===== src/rtl/layer_output_collector.sv =====
// Collects NEURONS activated float32 results into one packed vector for the next layer,
// with valid/ready handshakes on both sides and a registered full-vector output buffer.
module layer_output_collector #(
    parameter int unsigned NEURONS = 4,
    parameter int unsigned ACT     = 1
) (
    input  logic                         clk,
    input  logic                         rst_n,
    input  logic                         clear,
    input  logic [31:0]                  in_data,
    input  logic                         in_valid,
    output logic                         in_ready,
    output logic [32*NEURONS-1:0]        out_vec,
    output logic                         out_valid,
    input  logic                         out_ready,
    output logic [$clog2(NEURONS+1)-1:0] count
);

    localparam int unsigned CW = $clog2(NEURONS + 1);

    typedef enum logic [0:0] {StCollect, StFull} state_t;

    state_t      state;
    logic [31:0] act_data;
    logic        in_fire;

    // ReLU: negatives (incl. -0/-Inf) flush to +0, NaNs canonicalise, rest pass through.
    always_comb begin
        act_data = in_data;
        if (ACT == 1) begin
            if (in_data[30:23] == 8'hFF && in_data[22:0] != 23'd0) begin
                act_data = 32'h7FC0_0000;
            end else if (in_data[31]) begin
                act_data = 32'h0000_0000;
            end
        end
    end

    assign in_ready = (state == StCollect);
    assign in_fire  = in_valid && in_ready && !clear;

    always_ff @(posedge clk or negedge rst_n) begin
        if (!rst_n) begin
            state     <= StCollect;
            count     <= '0;
            out_vec   <= '0;
            out_valid <= 1'b0;
        end else begin
            unique case (state)
                StCollect: begin
                    if (clear) begin
                        count <= '0;
                    end else if (in_fire) begin
                        for (int i = 0; i < int'(NEURONS); i++) begin
                            if (count == CW'(i)) begin
                                out_vec[32*i +: 32] <= act_data;
                            end
                        end
                        if (count == CW'(NEURONS - 1)) begin
                            state     <= StFull;
                            count     <= CW'(NEURONS);
                            out_valid <= 1'b1;
                        end else begin
                            count <= count + CW'(1);
                        end
                    end
                end
                StFull: begin
                    // clear is deliberately ignored here: a completed vector is never dropped.
                    if (out_ready) begin
                        state     <= StCollect;
                        count     <= '0;
                        out_valid <= 1'b0;
                    end
                end
                default: begin
                    state <= StCollect;
                end
            endcase
        end
    end

endmodule


===== config.mk =====
export PLATFORM = sky130hd
export DESIGN_NAME = layer_output_collector
export DESIGN_NICKNAME = d
export VERILOG_FILES = /design/src/rtl/layer_output_collector.sv
export SDC_FILE = /design/constraint.sdc
export NUM_CORES = 1
export LEC_CHECK = 0
export CAP_MARGIN = 20
export CORE_MARGIN = 2
export CORE_UTILIZATION = 35
export DETAILED_ROUTE_END_ITERATION = 12
export GPL_TIMING_DRIVEN = 0
export PLACE_DENSITY = 0.72
export SYNTH_ARGS = -nofsm -noshare
export SYNTH_HDL_FRONTEND = slang
export SYNTH_SLANG_ARGS = --single-unit

===== constraint.sdc =====
create_clock -name clk -period 2.7 [get_ports clk]
set_clock_uncertainty 0.05 [all_clocks]
set_input_delay 0.27 -clock clk [delete_from_list [all_inputs] [get_ports clk]]
set_output_delay 0.27 -clock clk [all_outputs]
set_load 0.02 [all_outputs]

# Word-level counts from Yosys, hierarchy flattened
# Cells that the tools add are included.
word_totals:
  latch_bits: 0
  mem_count: 0
  ff_bits: 133
  mem_bits_rw: 0
  input_bits: 37
  mem_bits_ro: 0
classes:
  mux: 17
  multipliers: 0
  bitwise_logic: 2
  div: 0
  eq_ne: 9
  shifts: 0
  n_lt_le_gt_ge: 0
  reduce_logical: 12
  n_addsub: 1
op_table:
  columns: ["cell", "n"]
  rows:
  - ["32-bit 2-to-1 mux", 1]
  - ["31-bit 2-to-1 mux", 1]
  - ["23-bit nonzero test", 1]
  - ["4-bit AND reduction", 5]
  - ["3-bit 2-to-1 mux", 4]
  - ["8-bit == test (second input constant)", 1]
  - ["1-bit 2-to-1 mux", 8]
  - ["3-bit by 2-bit == test with 1-bit output (second input constant)", 2]
  - ["3-bit one-hot mux with 2 select lines", 1]
  - ["2-bit by 1-bit inequality test with 1-bit output (second input constant)", 2]
  - ["2-bit inequality test (second input constant)", 2]
  - ["1-bit one-hot mux with 2 select lines", 2]
  - ["3-bit by 1-bit adder with 3-bit output (second input constant)", 1]
  - ["3-bit by 1-bit == test with 1-bit output (second input constant)", 1]
  - ["1-bit logical AND", 3]
  - ["3-bit zero test", 1]
  - ["3-bit by 2-bit inequality test with 1-bit output (second input constant)", 1]
  - ["1-bit inverter", 2]
  - ["2-bit AND reduction", 1]
  - ["1-bit zero test", 1]

# Depth between registers and ports, before layout
# Gate-level depths: netlist (run 1).
depth:
  word_depth: 6
  ltp_mapped: 7

# Worst setup path after synthesis (run 1)
# No wires, ideal clock.
synth_path:
  path_kind: "register -> register"
  start: "register count[0]"
  end: "register state"
  setup_ns: 0.143
  path_slack_ns: 1.047
  stages_incl_launch_ff: 6
  path_buffers: 1
  arrival_time_ns: 1.461
  cell_sequence: "dfrtp_1 > ha_1 > ha_1 > nand3_1 > clkbuf_1 > o21ai_0"
synth_via:
  elab_chain_cells: 5
synth_rtl:
  columns: ["element", "line_no", "rtl"]
  rows:
  - ["start: declaration", "16", "output logic [$clog2(NEURONS+1)-1:0] count"]
  - ["start signal: assignment", "61", "count <= CW'(NEURONS);"]
  - ["start signal: assignment", "64", "count <= count + CW'(1);"]
  - ["3-bit by 2-bit == test with 1-bit output", "59", "if (count == CW'(NEURONS - 1)) begin"]
  - ["1-bit 2-to-1 mux", "59", null]
  - ["1-bit 2-to-1 mux", "53", "end else if (in_fire) begin"]
  - ["1-bit 2-to-1 mux", "51", "if (clear) begin"]
  - ["1-bit one-hot mux with 2 select lines", "49", "unique case (state)"]
  - ["end signal: assignment", "44", "state <= StCollect;"]
  - ["end signal: assignment", "60", "state <= StFull;"]
  - ["end signal: assignment", "71", "state <= StCollect;"]
  - ["end: declaration", "23", "state_t state;"]
# No other way between the ends.
# A chain may end at the register's enable or synchronous reset.

# Final worst setup path (run 1)
layout_path:
  start: "input port in_data[0]"
  end: "register out_vec[90]"
layout_via:
  elab_chain_cells: 3
layout_rtl:
  columns: ["element", "line_no", "rtl"]
  rows:
  - ["start: declaration", "10", "input logic [31:0] in_data,"]
  - ["23-bit nonzero test", "31", "if (in_data[30:23] == 8'hFF && in_data[22:0] != 23'd0) begin"]
  - ["1-bit logical AND", "31", null]
  - ["32-bit 2-to-1 mux", "31", null]
  - ["end signal: indexed assignment", "56", "out_vec[32*i +: 32] <= act_data;"]
  - ["end: declaration", "13", "output logic [32*NEURONS-1:0] out_vec,"]
# No other way between the ends.

==> flow_summary_export.csv, run 1 <==
group,metric,value,unit
timing,slew_headroom,0.557,
layout,area_growth,47.1,%
timing,fin_crit_sh,0.785,
worst_setup_path,crit_buf_inv,2,
worst_setup_path,crit_type,"in2reg",
worst_hold_path,hold_path.class,"in2reg",
placement,numPortBuffers,164,
timing,final_max_slew_viol_count,0,
floorplanning,ios,170,
global_route,antenna_found_initial,0,
cts,cts_resized,0,
timing,finalSetupViolations,0,
worst_setup_path,cp.required,2.94,ns
worst_setup_path,path_delay_family,"buffers and inverters",
yosys,synth_area,0.00543,mm^2
power_and_ir_drop,cellPowerDensity,942,mW/mm^2
power_and_ir_drop,max-vdd-ir-drop,639,uV
floorplanning,die_area,0.0165,mm^2
timing,rsz0062_at_grt,"no",
placement,hpwlAfterDp,11800,um
power_and_ir_drop,p_switching,2.37,mW
routing,final_antenna_net_count,0,
worst_setup_path,end_kind,"flip-flop",
floorplanning,dieHeight,129,um
placement,place_inst,928,
yosys,synth_edf_count,0,
power_and_ir_drop,switching_share,0.315,
yosys,ys_types,28,
floorplanning,rows,45,
run,drv_cap,0,
yosys,async_reset_ff_frac,1.00,
worst_setup_path,cp_cell_sequence,"clkdlybuf4s50_1 -> nor4_1 -> nand4_1 -> o21ai_2 -> buf_2 -> a31oi_1",
worst_setup_path,crit_fanout,10,
worst_setup_path,critical_path.reg2reg.startpoint,"count[0]$_DFFE_PN0P_",
layout,drive_gt1_frac,0.113,
cts,cts.sinks,129,
routing,dr.pass1.iters,5,
cts,cts_buffer_depth,2,
timing,fin_crit,2.12,ns
cts,htree_num_levels,4,
worst_setup_path,arrival,2.36,ns
power_and_ir_drop,clock_power_share,0.332,
power_and_ir_drop,comb_power_share,0.311,
layout,final_common_cell,"nand2_1",
timing,hold_slack,0.120,ns
yosys,yosysWarnings,0,
worst_hold_path,worstHoldPathCells,3,
routing,drt_iter0_drc,296,
yosys,syn_inst,572,
routing,avgRoutedWirePerCell,17.3,um
placement,routabilityCongestion,0.818,
run_status,outcome,"finished, final reports clean",
power_and_ir_drop,power,7.53,mW
power_and_ir_drop,p_leak,3.38,nW
layout,nets,802,
yosys,synth_ff_type,"dfrtp_1",
worst_hold_path,hold_end,"count[2]$_DFFE_PN0P_",
floorplanning,chipWidth,129,um
routing,vias,4776,
timing,worst_slew_pin_slew,0.664,ns
yosys,avgSynthCellArea,9.50,um^2
yosys,yosys_register_bits,129,
worst_hold_path,worstHoldStart,"in_valid",
worst_setup_path,ff2ff_path_depth,5,
global_route,grt_pass1_wl,26600,um
global_route,gr-total-overflow,0,
floorplanning,core,0.0152,mm^2
worst_setup_path,start_kind,"primary input",
routing,routed_wl,16700,um
worst_setup_path,slowest_delay,0.52,ns
timing,timing.fmax,472,MHz
global_route,grt_pass1_vias,4763,
worst_setup_path,rrSetupSlack,0.67,ns
routing,remaining_drc_errors,0,
layout,final_cells,960,
cts,cts_buffers,17,
power_and_ir_drop,pwr-share-seq,0.358,
worst_setup_path,worst_path_max_delay_cell,"clkdlybuf4s50_1",
cts,path_clk_slew,0.06,ns
layout,antenna_cells,0,
cts,clk_latency,0.42,ns
cts,clock_tree.root_cell,"clkbuf_16",
cts,cts_setup_buffers,0,
layout,final_cell_mix,"nand2_1 (186), clkdlybuf4s50_1 (163), dfrtp_1 (129)",
global_route,grt_max_degree,70,
global_route,grt_usage,0.212,
cts,cts_tree,"done",
yosys,yosysSeqAreaShare,0.594,
timing,hold_viol,0,
power_and_ir_drop,internal-power,5.16,mW
routing,viasPerCell,4.98,
worst_setup_path,r2r-end,"state$_DFF_PN0_",
floorplanning,initial_core_util,0.357,
## final cells by class
class	count	area (um^2)
Fill cell	1418	7210
Sequential cell	129	3230
Multi-Input combinational cell	395	1930
Timing Repair Buffer	166	1680
Clock buffer	20	447
Buffer	47	272
Tap cell	188	235
Clock inverter	11	186
Inverter	4	15.0
## how the worst max path moves through the flow
stage | from | end | slack (ns) | cells past startpoint
6_report | in_data[0] | out_vec[90]$_DFFE_PN0P_ | 0.58 | 6
5_1_grt | count[0]$_DFFE_PN0P_ | out_vec[113]$_DFFE_PN0P_ | 0.46 | 6
4_1_cts | in_data[1] | out_vec[90]$_DFFE_PN0P_ | 0.58 | 6
3_5_place_dp | in_data[1] | out_vec[90]$_DFFE_PN0P_ | 0.16 | 6
3_3_place_gp | rst_n | out_vec[38]$_DFFE_PN0P_ | -3.89 | 1
2_1_floorplan | count[0]$_DFFE_PN0P_ | state$_DFF_PN0_ | 1.05 | 5
## registers in the layout, summed over array words and instances, names as in the netlist
signal     count
out_vec      124
count          3
out_valid      1
state          1
## cells by family (layout without fill, tap and decap cells)
kind of cell             after synthesis  count (layout)  synth area share
AND/OR/NAND/NOR                      253             253             0.192
AO/OA/AOI/OAI                        132             132             0.147
flip-flops                           129             129             0.594
buffers and inverters                 51             248            0.0527
adder cells (fa/ha/maj)                5               5            0.0115
other                                  1               4          0.000690
multiplexers                           1               1           0.00184
## timing repair
| item | in CTS | in global routing |
|---|---|---|
| endpoints found under the setup margin | 0 | 0 |
| hold buffers | 1 | 0 |
| endpoints found under the hold margin | 68 | 0 |
## Yosys cell counts (2+ instances only)
cell type  number  area share
buf_2          13       0.012
o21ai_0        58       0.053
nand4_1         3      0.0035
buf_4          15       0.021
clkbuf_1       16       0.011
and2_1          3      0.0035
o21ai_1        14       0.013
inv_1           4      0.0028
nor2_1         40       0.028
nor4_1          3      0.0035
o21ai_2        21       0.034
nor4_2          2      0.0046
nor3_1          2      0.0018
ha_1            5       0.012
buf_6           3      0.0062
a31oi_1        36       0.041
nand2b_1        9       0.010
nand3b_1        2      0.0028
dfrtp_1       129        0.59
nand2_1       186        0.13
## power by group through the flow
stage	Combinational, mW	Clock, mW	Sequential [mW]
2_1_floorplan	0.514	0	3.27
3_3_place_gp	2.32	0	2.72
3_5_place_dp	2.35	0	2.72
4_1_cts	2.36	2.54	2.70
5_1_grt	2.51	2.64	2.75
6_report	2.34	2.50	2.69
## per-layer routing
layer	wire length, um	global-route usage	vias up	part of all wire
met5	0	0	-	0
met4	313	0.0723	0	0.019
met1	7260	0.285	2274	0.44
met3	1340	0.0595	24	0.080
met2	7740	0.334	207	0.46
li1	-	-	2271	-
## worst min-delay path: cells and delay by family
family,cells,cell delay [ns]
AO/OA/AOI/OAI,1,0.06
buffers and inverters,1,0.14
AND/OR/NAND/NOR,1,0.06
## per-stage QoR
| step | setup TNS (ns) | utilization | instance area [um^2] | worst slack (ns) |
|---|---|---|---|---|
| 6_report | 0 | 0.526 | 7990 | 0.580 |
| 5_1_grt | 0 | 0.526 | 7990 | 0.462 |
| 4_1_cts | 0 | 0.526 | 7990 | 0.576 |
| 3_5_place_dp | 0 | 0.484 | 7350 | 0.159 |
| 3_3_place_gp | -499.98 | 0.482 | 7320 | -3.89 |
| 2_1_floorplan | 0 | - | 5450 | 1.05 |
Power figures use the tool's default switching activity.
==> run 2, diff against run 1 <==
clock period = 2 ns   (was 2.7 ns; I/O delays follow)
==> flow_summary_export.csv, run 2 (same netlist as run 1, synthesis figures left out) <==
group,metric,value,unit
placement,hpwlAfterDp,11800,um
timing,fin_crit,1.90,ns
global_route,grt_max_degree,70,
placement,dp_slack,-0.471,ns
worst_setup_path,crit_fanout,8,
layout,final_cell_mix,"nand2_1 (186), clkdlybuf4s50_1 (163), dfrtp_1 (128)",
global_route,gr-total-overflow,0,
floorplanning,ios,170,
power_and_ir_drop,max-vdd-ir-drop,861,uV
timing,rsz0062_at_grt,"yes",
routing,final_antenna_net_count,0,
timing,tns,0,ns
layout,fillCellCount,1421,
timing,worst_slew_pin_slew,0.657,ns
cts,htree_num_levels,4,
layout,final_common_cell,"nand2_1",
timing,hold_viol,0,
power_and_ir_drop,cellPowerDensity,1270,mW/mm^2
layout,nets,802,
floorplanning,chipWidth,129,um
layout,seq_area,0.00323,mm^2
timing,hold_slack,0.0532,ns
global_route,grt_pass1_vias,4763,
timing,fin_crit_sh,0.948,
cts,cts_buffer_depth,2,
run,drv_cap,0,
layout,largest_reg_flops,124,
cts,cts_setup_buffers,0,
routing,routed_wl,16700,um
routing,drt_iter0_drc,278,
floorplanning,initial_core_util,0.357,
cts,cts_buffers,17,
timing,timing.fmax,527,MHz
layout,utilization,0.528,
placement,routabilityCongestion,0.818,
worst_setup_path,end_kind,"primary output",
layout,antenna_cells,0,
global_route,grt_pass1_wl,26600,um
timing,finalSetupViolations,0,
timing,fin_ws,0.104,ns
placement,place_inst,928,
floorplanning,die_area,0.0165,mm^2
global_route,antenna_found_initial,0,
layout,final_area,0.00803,mm^2
global_route,grt_usage,0.212,
timing,final_max_slew_viol_count,0,
floorplanning,core,0.0152,mm^2
worst_setup_path,arrival,1.65,ns
layout,final_cells,960,
placement,post_dp_cell_area,0.00735,mm^2
routing,viasPerCell,4.96,
power_and_ir_drop,power,10.2,mW
layout,drive_gt1_frac,0.122,
cts,clock_tree.root_cell,"clkbuf_16",
cts,path_clk_slew,0.05,ns
layout,multi_input_area,0.00196,mm^2
routing,vias,4766,
layout,area_growth,47.8,%
worst_setup_path,cp.required,1.75,ns
placement,numPortBuffers,164,
worst_hold_path,hold_path.class,"in2reg",
run_status,outcome,"finished, final reports clean",
power_and_ir_drop,p_leak,3.39,nW
worst_setup_path,start_kind,"flip-flop",
floorplanning,dieHeight,129,um
cts,cts_tree,"done",
routing,dr.pass1.iters,5,
timing,slew_headroom,0.562,
worst_setup_path,crit_type,"reg2out",
routing,avgRoutedWirePerCell,17.4,um
cts,cts.sinks,129,
routing,remaining_drc_errors,0,
floorplanning,rows,45,
cts,clk_latency,0.42,ns
layout,regMostFlops,"out_vec",
layout,top_regs,"out_vec: 124 flops, count: 3 flops",
==> run 2: final timing paths <==
path                                         start                 endpoint  slack, ns  cells after the start
setup / recovery                   state$_DFF_PN0_                 in_ready       0.10                      3
hold / removal                            in_valid     count[2]$_DFFE_PN0P_       0.05                      3
min in group asynchronous                    rst_n  out_vec[90]$_DFFE_PN0P_       0.30                      2
max in group asynchronous                    rst_n     count[0]$_DFFE_PN0P_       0.85                      3
hold reg to reg            out_vec[38]$_DFFE_PN0P_  out_vec[38]$_DFFE_PN0P_       0.43                      2
setup reg to reg                   state$_DFF_PN0_  out_vec[42]$_DFFE_PN0P_       0.12                      7
==> run 2: cell type report <==
cell class	count	share of cell area
timing repair buffer	166	0.209
inverter	4	0.00187
multi-input combinational	395	0.244
clock buffer	20	0.0556
buffer	47	0.0352
clock inverter	11	0.0232
tap	188	0.0293
sequential	129	0.402
==> run 2: power by group <==
| part | switching [mW] | internal (mW) |
|---|---|---|
| logic | 1.67 | 1.49 |
| clock network | 1.14 | 2.23 |
| registers | 0.386 | 3.25 |
==> run 2: critical path, stage by stage, from the launching register on <==
cell             delay (ns)
dfrtp_1                0.35
buf_2                  0.17
inv_1                  0.10
clkdlybuf4s50_1        0.61
==> run 2: timing repair <==
| action | in CTS | in global routing |
|---|---|---|
| gates resized for setup | 2 | 12 |
| endpoints found under the hold margin | 68 | 0 |
| setup endpoints to repair | 35 | 40 |
| hold buffers | 1 | 0 |
==> run 2: routing by layer <==
metal | up-vias | wire length [um] | track usage
met5 | - | 0 | 0
met4 | 0 | 309 | 0.0723
met3 | 26 | 1330 | 0.0595
met2 | 198 | 7690 | 0.334
met1 | 2270 | 7370 | 0.285
li1 | 2272 | - | -
